**src/rtl/hit_window_counter.sv**
```systemverilog
// Counts detection pulses over fixed windows of WIN_LEN enabled cycles and hands each total
// to a consumer through a one-entry valid/ready output register. Optional alarm: HIT_ALARM_EN.
module hit_window_counter #(
  parameter int WIN_LEN = 64,
  parameter int CNT_W   = 8
) (
  input  logic             clk,
  input  logic             rst,
  input  logic             hit,
  input  logic             en,
  input  logic             cnt_ready,
  output logic             cnt_valid,
  output logic [CNT_W-1:0] cnt_data,
  output logic             drop,
`ifdef HIT_ALARM_EN
  input  logic [CNT_W-1:0] threshold,
  output logic             alarm,
`endif
  output logic             dbg_state
);

  // Handshake: a result transfers on a rising edge where cnt_valid & cnt_ready; cnt_data is
  // stable while cnt_valid is high and cnt_ready is ignored while cnt_valid is low.

  localparam int WCNT_W = $clog2(WIN_LEN);
  localparam logic [WCNT_W-1:0] LAST_POS = WCNT_W'(WIN_LEN - 1);
  localparam logic [CNT_W-1:0]  ACC_MAX  = '1;

  typedef enum logic {
    IDLE  = 1'b0,
    COUNT = 1'b1
  } state_t;

  state_t            r_state;
  state_t            w_state_next;
  logic [WCNT_W-1:0] r_wcnt;
  logic [WCNT_W-1:0] w_wcnt_next;
  logic [CNT_W-1:0]  r_acc;
  logic [CNT_W-1:0]  w_acc_next;
  logic [CNT_W:0]    w_sum;
  logic [CNT_W-1:0]  w_final;
  logic              w_close;
  logic              w_load;
  logic              w_drop_next;
  logic              r_valid;
  logic [CNT_W-1:0]  r_data;
  logic              r_drop;

  // The live en decides whether this cycle counts, so a window is exactly WIN_LEN en=1 cycles.
  always_comb begin
    w_state_next = en ? COUNT : IDLE;
    w_sum        = {1'b0, r_acc} + {{CNT_W{1'b0}}, hit};
    w_final      = w_sum[CNT_W] ? ACC_MAX : w_sum[CNT_W-1:0];
    w_close      = 1'b0;
    w_wcnt_next  = '0;
    w_acc_next   = '0;
    if (w_state_next == COUNT) begin
      if (r_wcnt == LAST_POS) begin
        w_close = 1'b1;
      end else begin
        w_wcnt_next = r_wcnt + 1'b1;
        w_acc_next  = w_final;
      end
    end
    w_load      = w_close && (!r_valid || cnt_ready);
    w_drop_next = w_close && r_valid && !cnt_ready;
  end

  always_ff @(posedge clk or negedge rst) begin
    if (!rst) begin
      r_state <= IDLE;
      r_wcnt  <= '0;
      r_acc   <= '0;
    end else begin
      r_state <= w_state_next;
      r_wcnt  <= w_wcnt_next;
      r_acc   <= w_acc_next;
    end
  end

  always_ff @(posedge clk or negedge rst) begin
    if (!rst) begin
      r_valid <= 1'b0;
      r_data  <= '0;
      r_drop  <= 1'b0;
    end else begin
      r_drop <= w_drop_next;
      if (w_load) begin
        r_valid <= 1'b1;
        r_data  <= w_final;
      end else if (r_valid && cnt_ready) begin
        r_valid <= 1'b0;
      end
    end
  end

`ifdef HIT_ALARM_EN
  logic r_alarm;
  logic w_alarm_next;

  assign w_alarm_next = w_load && (threshold != '0) && (w_final >= threshold);

  always_ff @(posedge clk or negedge rst) begin
    if (!rst) begin
      r_alarm <= 1'b0;
    end else begin
      r_alarm <= w_alarm_next;
    end
  end

  assign alarm = r_alarm;
`endif

  assign cnt_valid = r_valid;
  assign cnt_data  = r_data;
  assign drop      = r_drop;
  assign dbg_state = r_state;

endmodule

```
**config.mk**
```make
export PLATFORM = sky130hd
export DESIGN_NAME = hit_window_counter
export DESIGN_NICKNAME = d
export VERILOG_FILES = /design/src/rtl/hit_window_counter.sv
export SDC_FILE = /design/constraint.sdc
export NUM_CORES = 1
export LEC_CHECK = 0
export ABC_CLOCK_PERIOD_IN_PS = 3100
export BUFFER_PORTS_ARGS = -buffer_cell sky130_fd_sc_hd__buf_4
export CAP_MARGIN = 20
export CORE_ASPECT_RATIO = 1.4
export CORE_MARGIN = 5
export CORE_UTILIZATION = 27
export CTS_CLUSTER_DIAMETER = 60
export DETAILED_ROUTE_END_ITERATION = 16
export GPL_ROUTABILITY_DRIVEN = 1
export GPL_TIMING_DRIVEN = 0
export PLACE_DENSITY = 0.5
export SYNTH_ARGS = -nofsm -noshare
export SYNTH_HDL_FRONTEND = slang
export SYNTH_SLANG_ARGS = --single-unit
```
**constraint.sdc**
```tcl
create_clock -name clk -period 3.1 [get_ports clk]
set_input_delay 0.31 -clock clk [delete_from_list [all_inputs] [get_ports clk]]
set_output_delay 0.31 -clock clk [all_outputs]
set_load 0.02 [all_outputs]
```
==> results of run 1 <==
==> worst min-delay path by stage <==
stage	startpoint	end	slack, ns	depth (start not counted)
3_5_place_dp	rst	r_wcnt[5]$_DFF_PN0_	0.23	1
3_3_place_gp	rst	r_wcnt[5]$_DFF_PN0_	0.23	1
5_1_grt	en	dbg_state$_DFF_PN0_	0.14	1
4_1_cts	en	dbg_state$_DFF_PN0_	0.14	1
6_report	en	dbg_state$_DFF_PN0_	0.15	1
2_1_floorplan	rst	cnt_data[0]$_DFFE_PN0P_	0.01	0
==> stage by stage <==
| step | worst slack (ns) | std cells | hold WS (ns) |
|---|---|---|---|
| finish | 1.42 | 170 | 0.149 |
| floorplan | 1.61 | 105 | 0.0144 |
| global route | 1.33 | 170 | 0.137 |
| detailed placement | 1.38 | 165 | 0.231 |
| global placement | 1.41 | 165 | 0.226 |
| CTS | 1.43 | 170 | 0.143 |
==> power by group <==
group | total [mW] | leakage (nW) | switching [mW] | internal (mW)
Combinational | 0.0341 | 0.241 | 0.0215 | 0.0126
Sequential | 0.336 | 0.343 | 0.00395 | 0.332
Clock | 0.191 | 0.0217 | 0.100 | 0.0909
==> state kept, by name, summed over array words and instances, names as in the netlist <==
signal	flops
drop	1
cnt_data	8
cnt_valid	1
r_wcnt	6
r_acc	8
dbg_state	1
==> layout make-up <==
class                   instances  area (um^2)
clock inverters                 1         7.51
plain buffers                   6         35.0
well taps                      45         56.3
flip-flops and latches         25          626
repair buffers                 16          123
clock buffers                   3         41.3
inverters                       5         18.8
multi-input cells              69          480
fillers                       437         2820
==> per-layer routing <==
layer	share of wire (%)	vias to the layer above	global-route usage, %	wire length (um)
met5	0	-	0	0
li1	-	430	-	-
met2	54	16	17.3	1310
met3	4.4	2	2.31	107
met1	40	445	8.72	985
met4	1.8	0	5.28	44
==> Yosys cell counts <==
library cell	instances
a21oi_1	6
a31oi_1	5
a31oi_2	1
a41oi_1	7
and2_1	1
and3_1	1
buf_2	3
buf_6	1
clkbuf_1	1
clkbuf_2	1
dfrtp_1	25
ha_1	3
inv_1	5
nand2_1	6
nand2b_1	1
nand3_1	5
nand3_2	1
nand4_1	2
nor2_1	6
nor2b_1	1
nor3_1	2
nor4_4	1
nor4b_1	2
o21a_1	1
o21ai_0	3
o21ba_2	1
o31ai_1	2
o41ai_1	2
or3_1	2
or3_4	1
xnor2_1	3
xor2_1	3
==> cell families after synthesis <==
| group | Yosys count |
|---|---|
| flops | 25 |
| buf+inv | 11 |
| simple gates | 32 |
| compound gates | 28 |
| fa+ha+maj | 3 |
| xor+xnor | 6 |
==> flow_metrics.env, run 1 <==
export IMPL_outcome="finished, final reports clean"
export IMPL_fin_crit_ns=1.68
export IMPL_clock_latency_ns=0.27
export IMPL_worstSetupEndpoint="r_acc[5]$_DFF_PN0_"
export IMPL_cp_start_kind="register"
export IMPL_rrSetupSlack_ns=1.42
export IMPL_die_h_um=87.6
export IMPL_p_total_uw=561
export IMPL_cts_root_buf="clkbuf_8"
export IMPL_ys_warn_count=0
export IMPL_tns_ns=0
export IMPL_synth_mux_area_share_pct=0
export IMPL_min_path_type="in2reg"
export IMPL_die_x_um=65.4
export IMPL_rows=28
export IMPL_cp_depth=5
export IMPL_max_stage_delay_ns=0.38
export IMPL_drt_initial_drc_count=62
export IMPL_ioPinCount=16
export IMPL_cp_data_required_time_ns=3.24
export IMPL_placed_area_um2=1330
export IMPL_maxSlewViolCount=0
export IMPL_crit_slowest_cell="dfrtp_1"
export IMPL_synth_avg_cell_area_um2=11.0
export IMPL_yosys_area_share_simple_pct=16.4
export IMPL_crit_arrival_ns=1.82
export IMPL_drive_gt1_share_pct=23.2
export IMPL_cts_sinks=25
export IMPL_hold_violations=0
export IMPL_synth_cells=105
export IMPL_start_util_pct=27.6
export IMPL_crit_family="compound AO/OA/AOI/OAI gates"
export IMPL_cts_clk_slew_worst_paths_ns=0.09
export IMPL_ys_seq_area_share_pct=53.9
export IMPL_fmax_ghz=0.596
export IMPL_cts_buffers=3
export IMPL_antenna_cells=0
export IMPL_grt_usage_pct=9.13
export IMPL_synth_xor_area_share_pct=4.53
export IMPL_cp_end_kind="register"
export IMPL_grt_max_degree=26
export IMPL_criticalPathCategory="reg2reg"
export IMPL_mostFrequentLayoutCells="25 x dfrtp_1, 15 x buf_4, 7 x a41oi_1"
export IMPL_vias=893
export IMPL_irDropWorstVdd_uv=131
export IMPL_grt_ovfl_total=0
export IMPL_fin_util_pct=33.0
export IMPL_wl_per_cell_um=14.4
export IMPL_cts_resized=0
export IMPL_maxSlewHeadroom_pct=67.8
export IMPL_syn_nets=113
export IMPL_final_common_cell="dfrtp_1"
export IMPL_synth_top_family_by_area="compound AO/OA/AOI/OAI gates"
export IMPL_grt_antenna_before_repair=0
export IMPL_rr_worst_depth=5
export IMPL_drtPass1Iterations=4
export IMPL_gp_congestion=0.774
export IMPL_coreArea_um2=4200
export IMPL_cts_htree_levels=1
export IMPL_via_per_inst=5.25
export IMPL_crit_start="r_wcnt[0]$_DFF_PN0_"
export IMPL_synth_area_um2=1160
export IMPL_clk_path_buf_depth=2
export IMPL_leakage_nw=0.606
export IMPL_dp_hpwl_um=1870
export IMPL_synth_adder_area_share_pct=3.24
export IMPL_wirelength_um=2450
export IMPL_layout_nets=134
export IMPL_yosysTopAreaCell="dfrtp_1"
export IMPL_synth_compound_area_share_pct=17.3
export IMPL_synth_seq_cells=25
export IMPL_cts_tree="built"
export IMPL_design_area_um2=1390
export IMPL_postCtsHoldBufs=1
export IMPL_ys_types=32
export IMPL_cap_violations=0
export IMPL_drtAntennaViolNets=0
export IMPL_drc_errors=0
export IMPL_rsz0062_at_grt="false"
export IMPL_cp_buffers_inverters=1
export IMPL_r2r_end="r_acc[5]$_DFF_PN0_"
export IMPL_die_area_um2=5730
export IMPL_r2r_start="r_wcnt[0]$_DFF_PN0_"
export IMPL_critPathMaxFanout=10
export IMPL_setup_viol=0
export IMPL_worstPathCellList="ha_1 -> nand3_1 -> o21ai_0 -> buf_2 -> a31oi_1"
export IMPL_first_global_vias=921
export IMPL_synth_top_area_share_pct=53.9
export IMPL_p_per_area_nw_per_um2=405
export IMPL_io_buffer_count=15
export IMPL_synthTopCellsByArea="dfrtp_1 54%, a41oi_1 5.3%, ha_1 3.2%"
export IMPL_cts_setup_buffers=0
export IMPL_grt_pass1_wl_um=4030
export IMPL_finalCritPeriodShare_pct=54.1
export IMPL_area_growth_pct=19.6
export IMPL_skew_ns=0.00836
export IMPL_worst_slew_pin_slew_ns=0.476
No activity file was read; power rests on OpenSTA's default activity.
==> run 2, diff against run 1 <==
ABC_CLOCK_PERIOD_IN_PS = 1400   (was 3100)
PLACE_DENSITY = 0.51   (was 0.5)
clock period = 1.4 ns   (was 3.1 ns; I/O delays follow)
==> flow_metrics.env, run 2 (same netlist as run 1, synthesis figures left out) <==
export IMPL_rows=28
export IMPL_die_h_um=87.6
export IMPL_r2r_start="r_acc[0]$_DFF_PN0_"
export IMPL_grt_antenna_before_repair=0
export IMPL_crit_slowest_cell="dfrtp_1"
export IMPL_cp_depth=6
export IMPL_fmax_ghz=0.683
export IMPL_hold_violations=0
export IMPL_fin_util_pct=37.6
export IMPL_cp_buffers_inverters=1
export IMPL_outcome="finished with violations"
export IMPL_skew_ns=0.00266
export IMPL_die_x_um=65.4
export IMPL_fin_crit_ns=1.46
export IMPL_r2r_end="r_acc[5]$_DFF_PN0_"
export IMPL_cts_sinks=25
export IMPL_cts_root_buf="clkbuf_8"
export IMPL_grt_busiest_layer="met2"
export IMPL_critPathMaxFanout=5
export IMPL_finalCritPeriodShare_pct=105
export IMPL_cp_start_kind="register"
export IMPL_min_path_type="in2reg"
export IMPL_wirelength_um=2640
export IMPL_rsz0062_at_grt="true"
export IMPL_max_stage_delay_ns=0.39
export IMPL_rrSetupSlack_ns=-0.06
export IMPL_via_per_inst=5.20
export IMPL_wl_per_cell_um=14.9
export IMPL_dpl_worst_slack_ns=-0.249
export IMPL_path_common_cell="ha_4"
export IMPL_clk_path_buf_depth=2
export IMPL_crit_family="simple AND/OR/NAND/NOR gates"
export IMPL_maxSlewViolCount=0
export IMPL_cts_htree_levels=1
export IMPL_placed_area_um2=1350
export IMPL_whs_ns=0.306
export IMPL_setup_viol=11
export IMPL_ioPinCount=16
export IMPL_cp_end_kind="register"
export IMPL_cts_buffers=3
export IMPL_vias=921
export IMPL_grt_max_degree=26
export IMPL_met3_usage_pct=1.80
export IMPL_drtPass1Iterations=4
export IMPL_violations="setup timing"
export IMPL_drt_initial_drc_count=41
export IMPL_final_common_cell="dfrtp_1"
export IMPL_cp_data_required_time_ns=1.58
export IMPL_maxSlewHeadroom_pct=70.5
export IMPL_clock_latency_ns=0.26
export IMPL_met2_usage_pct=18.9
export IMPL_dp_cells=165
export IMPL_rr_worst_depth=6
export IMPL_crit_arrival_ns=1.65
export IMPL_first_global_vias=994
export IMPL_mostFrequentLayoutCells="25 x dfrtp_1, 21 x buf_4, 7 x a41oi_1"
export IMPL_worstSetupEndpoint="r_acc[5]$_DFF_PN0_"
export IMPL_grt_use_met1_pct=11.4
export IMPL_coreArea_um2=4200
export IMPL_crit_start="r_acc[0]$_DFF_PN0_"
export IMPL_criticalPathCategory="reg2reg"
export IMPL_dp_hpwl_um=1880
export IMPL_io_buffer_count=15
export IMPL_cts_tree="built"
export IMPL_start_util_pct=27.6
export IMPL_cap_violations=0
export IMPL_drtAntennaViolNets=0
export IMPL_grt_ovfl_total=0
export IMPL_die_area_um2=5730
export IMPL_drive_gt1_share_pct=38.6
export IMPL_drc_errors=0
export IMPL_layout_nets=141
export IMPL_antenna_cells=0
export IMPL_irDropWorstVdd_uv=272
export IMPL_grt_usage_pct=10.3
export IMPL_nFillCells=406
export IMPL_gp_congestion=0.795
export IMPL_worst_slew_pin_slew_ns=0.441
export IMPL_setup_ws_ns=-0.0635
export IMPL_design_area_um2=1580
export IMPL_grt_pass1_wl_um=4620
export IMPL_p_per_area_nw_per_um2=803
export IMPL_worstPathCellList="ha_4 -> ha_4 -> nand2_4 -> or3_4 -> buf_6 -> a31oi_2"
export IMPL_stdcell_count=177
export IMPL_area_growth_pct=36.2
export IMPL_cts_clk_slew_worst_paths_ns=0.08
export IMPL_leakage_nw=0.663
-- run 2: changes by cell type in the layout (fill, tap and decap cells not counted), sizes merged --
cell	delta
buf	+6
clkbuf	+1
clkinvlp	-1
dlygate4sd3	+1
-- run 2: cell type report --
cell class / count / area (um^2) / area share (%)
inverters: 5 / 18.8 / 1.19
clock buffers: 4 / 45.0 / 2.85
flip-flops and latches: 25 / 626 / 39.6
plain buffers: 6 / 43.8 / 2.77
multi-input cells: 69 / 609 / 38.6
well taps: 45 / 56.3 / 3.56
repair buffers: 23 / 181 / 11.5
-- run 2: where the power goes --
part,switching (mW),leakage [nW],total (mW),internal [mW]
clock network,0.209,0.0228,0.412,0.203
logic,0.0604,0.297,0.107,0.0465
registers,0.0152,0.343,0.751,0.736
total,0.284,0.663,1.27,0.985
-- run 2: worst min path at each step --
| stage | startpoint | end | slack (ns) | cells past startpoint |
|---|---|---|---|---|
| final | hit | r_acc[0]$_DFF_PN0_ | 0.31 | 4 |
| after detailed placement | rst | r_wcnt[4]$_DFF_PN0_ | 0.06 | 1 |
| after CTS | hit | r_acc[0]$_DFF_PN0_ | 0.30 | 4 |
| after global routing | rst | r_wcnt[5]$_DFF_PN0_ | 0.33 | 2 |
| after global placement | rst | r_wcnt[4]$_DFF_PN0_ | 0.05 | 1 |
| after floorplan | rst | cnt_data[0]$_DFFE_PN0P_ | -0.16 | 0 |
-- run 2: per-layer routing --
metal | routed length, um | up-vias | part of all wire [%]
li1 | - | 442 | -
met1 | 1070 | 455 | 40
met2 | 1420 | 20 | 54
met3 | 113 | 4 | 4.3
met4 | 42 | 0 | 1.6
met5 | 0 | - | 0
-- run 2: per-stage QoR --
step,total power [mW],TNS (ns)
floorplan,0.801,0
global placement,0.835,-2.36
detailed placement,0.841,-3.40
CTS,1.28,-0.523
global route,1.34,-1.54
finish,1.27,-0.496
-- run 2: worst reg2reg max path: cells and delay by family (launching register included) --
| kind | cells | cell delay, ns |
|---|---|---|
| adders and majority gates | 2 | 0.30 |
| and+or+nand+nor | 2 | 0.41 |
| DFF | 1 | 0.39 |
| buffers and inverters | 1 | 0.15 |
| AOI/OAI and AO/OA | 1 | 0.13 |
-- run 2: what timing repair did --
| item | CTS | global route |
|---|---|---|
| gates resized for setup | 20 | 5 |
| setup endpoints to repair | 20 | 20 |
| setup buffers | 3 | 2 |
| hold buffers | 2 | 0 |
| cloned | 1 | 0 |
| pin swaps | 3 | 0 |
| hold endpoints to repair | 26 | 0 |
